===== config.mk =====
export PLATFORM = sky130hd
export DESIGN_NAME = pipeline_if
export DESIGN_NICKNAME = d
export VERILOG_FILES = /design/src/rtl/pipeline_if_pkg.sv /design/src/rtl/pipeline_if_fetch_fifo.sv /design/src/rtl/pipeline_if.sv
export SDC_FILE = /design/constraint.sdc
export NUM_CORES = 1
export LEC_CHECK = 0
export BUFFER_PORTS_ARGS = -buffer_cell sky130_fd_sc_hd__buf_2
export CAP_MARGIN = 10
export CORE_UTILIZATION = 55
export DETAILED_ROUTE_END_ITERATION = 10
export PLACE_DENSITY_LB_ADDON = 0.08
export SETUP_SLACK_MARGIN = 0.2
export SLEW_MARGIN = 40
export SYNTH_ARGS = -nofsm -noshare
export SYNTH_HDL_FRONTEND = slang
export SYNTH_HIERARCHICAL = 1
export SYNTH_SLANG_ARGS = --single-unit

===== constraint.sdc =====
create_clock -name clk -period 12.1 [get_ports clk]
set_clock_uncertainty 0.15 [all_clocks]
set_input_delay 0.605 -clock clk [delete_from_list [all_inputs] [get_ports clk]]
set_output_delay 0.605 -clock clk [all_outputs]
set_load 0.1 [all_outputs]

===== src/rtl/pipeline_if_pkg.sv =====
// rtl/pipeline_if_pkg.sv - shared constants, state encoding and entry layout for the fetch stage
package pipeline_if_pkg;

  localparam logic [31:0] RESET_PC_DEFAULT = 32'h0000_0000;
  localparam int          INST_WIDTH       = 32;

  typedef enum logic [1:0] {
    IF_ST_IDLE = 2'd0,
    IF_ST_WAIT = 2'd1,
    IF_ST_DROP = 2'd2
  } if_state_t;

  // One buffered fetch: the word together with the address it was fetched from.
  typedef struct packed {
    logic [31:0]           pc;
    logic [INST_WIDTH-1:0] word;
  } fetch_entry_t;

  function automatic logic [31:0] word_align(input logic [31:0] addr);
    return {addr[31:2], 2'b00};
  endfunction

endpackage


===== src/rtl/pipeline_if_fetch_fifo.sv =====
// rtl/pipeline_if_fetch_fifo.sv - small synchronous FIFO with flush, registered head
module fetch_fifo #(
  parameter int WIDTH = 64,
  parameter int DEPTH = 2
) (
  input  logic                   clk,
  input  logic                   rst,
  input  logic                   flush,
  input  logic                   push,
  input  logic [WIDTH-1:0]       push_data,
  input  logic                   pop,
  output logic [WIDTH-1:0]       head,
  output logic [$clog2(DEPTH):0] count,
  output logic                   empty,
  output logic                   full
);

  localparam int AW = $clog2(DEPTH);
  localparam int CW = AW + 1;

  logic [WIDTH-1:0] mem [DEPTH];
  logic [AW-1:0]    rd_ptr;
  logic [AW-1:0]    wr_ptr;
  logic             do_push;
  logic             do_pop;

  assign empty   = (count == '0);
  assign full    = (count == CW'(DEPTH));
  assign head    = mem[rd_ptr];
  assign do_pop  = pop && !empty;
  // A full FIFO can still take a push when the head leaves in the same cycle.
  assign do_push = push && (!full || do_pop);

  always_ff @(posedge clk or posedge rst) begin
    if (rst) begin
      rd_ptr <= '0;
      wr_ptr <= '0;
      count  <= '0;
      for (int i = 0; i < DEPTH; i++) begin
        mem[i] <= '0;
      end
    end else if (flush) begin
      rd_ptr <= '0;
      wr_ptr <= '0;
      count  <= '0;
    end else begin
      if (do_push) begin
        mem[wr_ptr] <= push_data;
        wr_ptr      <= wr_ptr + AW'(1);
      end
      if (do_pop) begin
        rd_ptr <= rd_ptr + AW'(1);
      end
      if (do_push && !do_pop) begin
        count <= count + CW'(1);
      end else if (do_pop && !do_push) begin
        count <= count - CW'(1);
      end
    end
  end

endmodule


===== src/rtl/pipeline_if.sv =====
// rtl/pipeline_if.sv - instruction fetch stage: PC, one-outstanding memory FSM, fetch buffer
module pipeline_if
  import pipeline_if_pkg::*;
#(
  parameter logic [31:0] RESET_PC   = RESET_PC_DEFAULT,
  parameter int          FIFO_DEPTH = 2
) (
  input  logic                  clk,
  input  logic                  rst,
  output logic                  imem_req,
  output logic [31:0]           imem_addr,
  input  logic                  imem_ack,
  input  logic [INST_WIDTH-1:0] imem_data,
  input  logic                  redirect,
  input  logic [31:0]           redirect_pc,
  input  logic                  id_ready,
  output logic                  inst_valid,
  output logic [INST_WIDTH-1:0] inst,
  output logic [31:0]           inst_pc
);

  localparam int CW = $clog2(FIFO_DEPTH) + 1;

  if_state_t    state;
  if_state_t    next_state;
  logic [31:0]  pc;
  logic [31:0]  req_pc;
  logic         issue;
  logic         push;
  logic         pop;
  logic         space;
  fetch_entry_t push_entry;
  fetch_entry_t head_entry;
  fetch_entry_t last_entry;
  logic [CW-1:0] fifo_count;
  logic         fifo_empty;
  logic         fifo_full_unused;

  // Requests are only issued from IDLE, so nothing is outstanding when space is checked.
  assign space = (fifo_count < CW'(FIFO_DEPTH));

  always_comb begin
    next_state = state;
    issue      = 1'b0;
    push       = 1'b0;
    if (redirect) begin
      next_state = (state != IF_ST_IDLE && !imem_ack) ? IF_ST_DROP : IF_ST_IDLE;
    end else begin
      case (state)
        IF_ST_IDLE: begin
          if (space) begin
            issue      = 1'b1;
            next_state = IF_ST_WAIT;
          end
        end
        IF_ST_WAIT: begin
          if (imem_ack) begin
            push       = 1'b1;
            next_state = IF_ST_IDLE;
          end
        end
        IF_ST_DROP: begin
          if (imem_ack) begin
            next_state = IF_ST_IDLE;
          end
        end
        default: next_state = IF_ST_IDLE;
      endcase
    end
  end

  always_ff @(posedge clk or posedge rst) begin
    if (rst) begin
      state  <= IF_ST_IDLE;
      pc     <= RESET_PC;
      req_pc <= RESET_PC;
    end else begin
      state <= next_state;
      if (redirect) begin
        pc <= word_align(redirect_pc);
      end else if (issue) begin
        pc     <= pc + 32'd4;
        req_pc <= pc;
      end
    end
  end

  // The strobe is combinational from IDLE; hold it off while reset is asserted.
  assign imem_req  = issue && !rst;
  assign imem_addr = pc;

  assign push_entry = '{pc: req_pc, word: imem_data};
  assign pop        = inst_valid && id_ready;

  fetch_fifo #(
    .WIDTH($bits(fetch_entry_t)),
    .DEPTH(FIFO_DEPTH)
  ) u_fetch_fifo (
    .clk      (clk),
    .rst      (rst),
    .flush    (redirect),
    .push     (push),
    .push_data(push_entry),
    .pop      (pop),
    .head     (head_entry),
    .count    (fifo_count),
    .empty    (fifo_empty),
    .full     (fifo_full_unused)
  );

  // Remember what decode last saw so inst/inst_pc hold steady while the buffer is empty.
  always_ff @(posedge clk or posedge rst) begin
    if (rst) begin
      last_entry <= '0;
    end else if (!fifo_empty) begin
      last_entry <= head_entry;
    end
  end

  assign inst_valid = !fifo_empty;
  assign inst       = fifo_empty ? last_entry.word : head_entry.word;
  assign inst_pc    = fifo_empty ? last_entry.pc   : head_entry.pc;

endmodule


* Yosys cells after proc, flatten, opt, wreduce, memory -nomap -nowiden *
Cells that the tools add are included.
W data, S select, Z words.

storage, ports and cells
  bits in registers = 262
  input port bits = 69
  output and inout bits = 98
  word-level logic and storage cells = 81

cells by class
  add/subtract/negate cells = 5
  order comparisons = 4
  equal/unequal tests = 5
  mux-type cells = 28
  bitwise logic cells = 3
  reduce and logical (&&, ||, !) cells = 26

operators with widths
  operator                 number
  $mux W64                 4
  $bwmux W128              1
  $mux W32                 4
  $demux W64 S1            1
  $add A32 B3 Y32 const B  1
  $mux W2                  7
  $mux W1                  10
  $logic_and A1 B1 Y1      8
  $reduce_bool A2 Y1       4
  $logic_not A1 Y1         6
  $reduce_and A2 Y1        3
  $eq A2 B2 Y1 const B     2
  $ge A2 B2 Y1 const B     2
  $logic_not A2 Y1         2
  $not A1 Y2               2
  $pmux W2 S2              1
  $ne A3 B1 Y1 const B     1
  $ne A3 B3 Y1 const B     1
  $reduce_bool A3 Y1       1
  $add A1 B1 Y1 const B    2
  $add A2 B1 Y2 const B    1
  $eq A2 B1 Y1 const B     1
  $lt A2 B1 Y1 const B     1
  $lt A2 B2 Y1 const B     1
  4 further kinds          4

* Longest topological paths before layout *
  depth in word-level cells = 11
  depth in mapped cells = 9
  gate-level depth less buffers = 6

* By module *
The synthesis kept the hierarchy.

modules (own cells, without submodules)
  module       times used  cells an instance  area an instance (sq um)  seq. area each (sq um)
  fetch_fifo   1           366                5918.2                    3303.2
  pipeline_if  1           416                5370.2                    3153.0

* Least setup slack after synthesis *
Ideal clock, no wire load.

  path type = input-to-output
  start = input port rst
  end = output port imem_req
  data arrival time = 4.324 ns
  required time = 11.345 ns
  slack = 7.021 ns
  stages = 2
  buffers on the path = 0
  path through = inv_1 and3_1

between the ends
  longest elaborated chain between the ends = 2

RTL lines
  what                        line               RTL
  from (decl)                 pipeline_if.sv:9   input logic rst,
  $logic_not A1 Y1 (no line)  --
  $logic_and A1 B1 Y1         pipeline_if.sv:89  assign imem_req = issue && !rst;
  to (decl)                   pipeline_if.sv:10  output logic imem_req,

No other way between the ends.

==> metrics.log <==
[metrics] status: finished, final reports clean
[metrics] CTS H-Tree Depth: 1
[metrics] worst IR drop on VDD: between 100 and 150 uV
[metrics] Mapped Area: roughly 0.011 mm^2
[metrics] accumulated negative setup slack: 0 ps
[metrics] Worst Tran Pin Value: between 800 and 900 ps
[metrics] CP peak stage delay: 750 ps
[metrics] crit path max-delay cell type: sky130_fd_sc_hd__dfrtp_2
[metrics] pin count of the biggest net entering global routing: between 70 and 80
[metrics] number of buffers inserted during clock tree synthesis: 28
[metrics] global-route wire length before repair: 40600 um
[metrics] Relative slew margins: 0.449
[metrics] TritonCTS clock tree: done
[metrics] library cell with the largest summed area after synthesis: sky130_fd_sc_hd__dfrtp_1
[metrics] final weighted congestion of routability-driven global placement: 0.790
[metrics] WP data required: around 11000 ps
[metrics] detailed-route wire length: around 25000 um
[metrics] share of Yosys cell area claimed by the top area cell type: 0.572
[metrics] leak pwr: ~6.4 nW
[metrics] initial standard-cell utilization of the core: 0.560
[metrics] number of input and output port buffers inserted: roughly 160
[metrics] layout overhead on the synthesized area: 17.2%
[metrics] critical path capture point type: output pin
[metrics] # Max-Cap Violations: 0
[metrics] number of warnings printed during yosys synthesis: 6
[metrics] number of hold-repair buffers added at the cts stage: 0
[metrics] initial DRC count: between 300 and 400
[metrics] source-to-sink clock delay at the later pin of the worst-skew pair: between 500 and 600 ps
[metrics] count of unique library cells instantiated by Yosys: 47
[metrics] critical path class: reg -> out
[metrics] number of instances resized during post-cts repair: 0
[metrics] Final Hold Fails: 0
[metrics] Die Area: 0.0211 mm^2
[metrics] proportion of layout cells with a drive suffix above 1: 0.528
[metrics] peak clock frequency supported by timing: around 260 MHz
[metrics] wire length per cell after detailed routing: ~20 um
[metrics] worst path cell trace: buf_4 > mux2_2 > mux2_2 > buf_2
[metrics] number of cells in the finished layout apart from fillers: between 1k and 1.5k
[metrics] WP data arrival: between 3000 and 4000 ps
[metrics] most used standard cells in the synthesized netlist: 258 x sky130_fd_sc_hd__dfrtp_1, 238 x sky130_fd_sc_hd__mux2_2, 49 x sky130_fd_sc_hd__mux2_4
[metrics] Vias/cell: 5.69
[metrics] DR pass1 iterations: 4
[metrics] Avg Synthesized Cell Area: approximately 14 um^2
[metrics] cell with the most instances after synthesis: sky130_fd_sc_hd__dfrtp_1
[metrics] Worst setup SP type: flip-flop
[metrics] Clock Tree Root: sky130_fd_sc_hd__clkbuf_16
[metrics] synthesized instance count: 782
[metrics] portion of the post-synthesis area used by sequential elements: 0.572
[metrics] Top Ports: ~170
[metrics] HP Class: in -> async
[metrics] async set or reset register ratio after synthesis: 1.00
[metrics] count of final setup violators: 0
[metrics] clock edge transition at the registers on the reported setup and hold paths: 60 ps
[metrics] Die Span Y: around 150 um
[metrics] DPL Wire Length: approximately 15000 um
[metrics] vias: 7010
[metrics] Tot GR Track Use: 0.240
[metrics] number of sinks driven by the clock tree: 258
[metrics] final worst path period share: 0.312
[metrics] aggregate global routing overflow: 0
[metrics] x dimension of the die: 145 um
[metrics] floorplan row count: 52
[metrics] Power per Cell Area: about 280 mW/mm^2
[metrics] # diodes: 0
[metrics] number of global-route vias before repair: ~7.6k
[metrics] EDFF count, synth: 0
[metrics] Setup Fix Bufs, Post-CTS: 0
[metrics] min Tclk post-route: approximately 3800 ps
[metrics] worst-path maximum fanout: 44
[metrics] ANT nets after route: 0
[metrics] number of nets in the layout: a little over 1k
[metrics] number of antenna violations at the first check in global routing: 0
[metrics] synthesis-stage register bit count: between 200 and 300
[metrics] most used flip-flop cell after synthesis: sky130_fd_sc_hd__dfrtp_1
[metrics] area of the placeable core: roughly 0.020 mm^2
[metrics] unrepaired setup endpoints after global routing: no
[metrics] detailed-route DRC error count: 0
[metrics] cell types with the largest area share after synthesis: sky130_fd_sc_hd__dfrtp_1 57%, sky130_fd_sc_hd__mux2_2 24%, sky130_fd_sc_hd__mux2_4 6.5%
[metrics] number of buffers between clock root and the deepest sink: 3
[metrics] crit-path most repeated cell: sky130_fd_sc_hd__mux2_2
[metrics] cell count after placement: between 1k and 1.5k
[metrics] Pins Over Slew Limit: 0
[metrics by stage]
stage	utilization	instance area, um^2	hold slack [ps]	worst slack, ps	power (mW)
2_1_floorplan	-	11300	325	7020	2.63
3_3_place_gp	0.610	12300	323	8180	2.83
3_5_place_dp	0.611	12300	329	8080	2.88
4_1_cts	0.656	13200	45.0	8280	3.72
5_1_grt	0.656	13200	73.3	8210	3.84
6_report	0.656	13200	33.5	8320	3.69
[metal layers]
metal  vias to the layer above  part of all wire  global-route usage
met1                      3659              0.45               0.324
met5                         -                 0                   0
met2                       158              0.49               0.403
met3                        39             0.044              0.0387
met4                         0             0.018              0.0653
li1                       3154                 -                   -
[critical path, delay by kind of cell (launching register included)]
family,cells,cell delay (ps)
flip-flops,1,750
buffers and inverters,2,980
multiplexers,2,700
[placed cells by master (no fill, tap or decap), types with 11 or more instances in the layout]
master,count
sky130_fd_sc_hd__dfrtp_1,257
sky130_fd_sc_hd__mux2_2,238
sky130_fd_sc_hd__buf_2,162
sky130_fd_sc_hd__mux2_4,49
sky130_fd_sc_hd__nand2_1,30
sky130_fd_sc_hd__clkbuf_16,29
sky130_fd_sc_hd__or4_1,15
sky130_fd_sc_hd__nor2_1,15
sky130_fd_sc_hd__nand3_1,14
sky130_fd_sc_hd__o21ai_0,12
sky130_fd_sc_hd__a31oi_1,12
sky130_fd_sc_hd__o31ai_1,11
[logic make-up (layout without fill, tap and decap cells)]
| group | Yosys count | count (layout) | share of synthesized area |
|---|---|---|---|
| and+or+nand+nor | 116 | 116 | 0.0572 |
| buffers and inverters | 51 | 227 | 0.0229 |
| adders and majority gates | 3 | 3 | 0.00333 |
| xor gates and xnor gates | 9 | 9 | 0.00698 |
| DFF | 258 | 258 | 0.572 |
| other | 1 | 6 | 0.000332 |
| muxes | 289 | 289 | 0.304 |
| AOI/OAI and AO/OA | 55 | 55 | 0.0329 |
[final timing paths]
path                                                 start                                to  slack [ps]  depth (start not counted)
min                                                    rst  u_fetch_fifo/mem[81]$_DFFE_PP0P_          30                          2
max reg2reg                           state[1]$_DFFE_PP0P_         imem_addr[12]$_DFFE_PP0P_        8940                          7
min in group clk                           redirect_pc[18]         imem_addr[18]$_DFFE_PP0P_         130                          2
max                        u_fetch_fifo/rd_ptr$_DFFE_PP0P_                        inst_pc[9]        8320                          4
min reg2reg                     last_entry[49]$_DFFE_PP0N_        last_entry[49]$_DFFE_PP0N_         340                          1
max in group asynchronous                              rst   u_fetch_fifo/rd_ptr$_DFFE_PP0P_       10640                          3
[layout make-up]
type	count	area [um^2]
multi-input combinational	478	4610
tap	270	338
clock buffer	44	842
inverter	7	36.3
fill	1536	6940
clock inverter	5	53.8
sequential	258	6460
timing repair buffer	171	897
[state kept, by name (all words and copies together), names as in the netlist]
signal,flops
u_fetch_fifo/mem,128
last_entry,64
imem_addr,30
req_pc,30
state,2
u_fetch_fifo/count,2
u_fetch_fifo/rd_ptr,1
u_fetch_fifo/wr_ptr,1
[power breakdown]
| part | switching [mW] | internal, mW | total [mW] |
|---|---|---|---|
| Sequential | 0.139 | 1.14 | 1.27 |
| Combinational | 1.16 | 0.428 | 1.59 |
| Clock | 0.328 | 0.495 | 0.823 |
| Total | 1.63 | 2.06 | 3.69 |
Note: power is estimated with default switching activity, not from simulation.
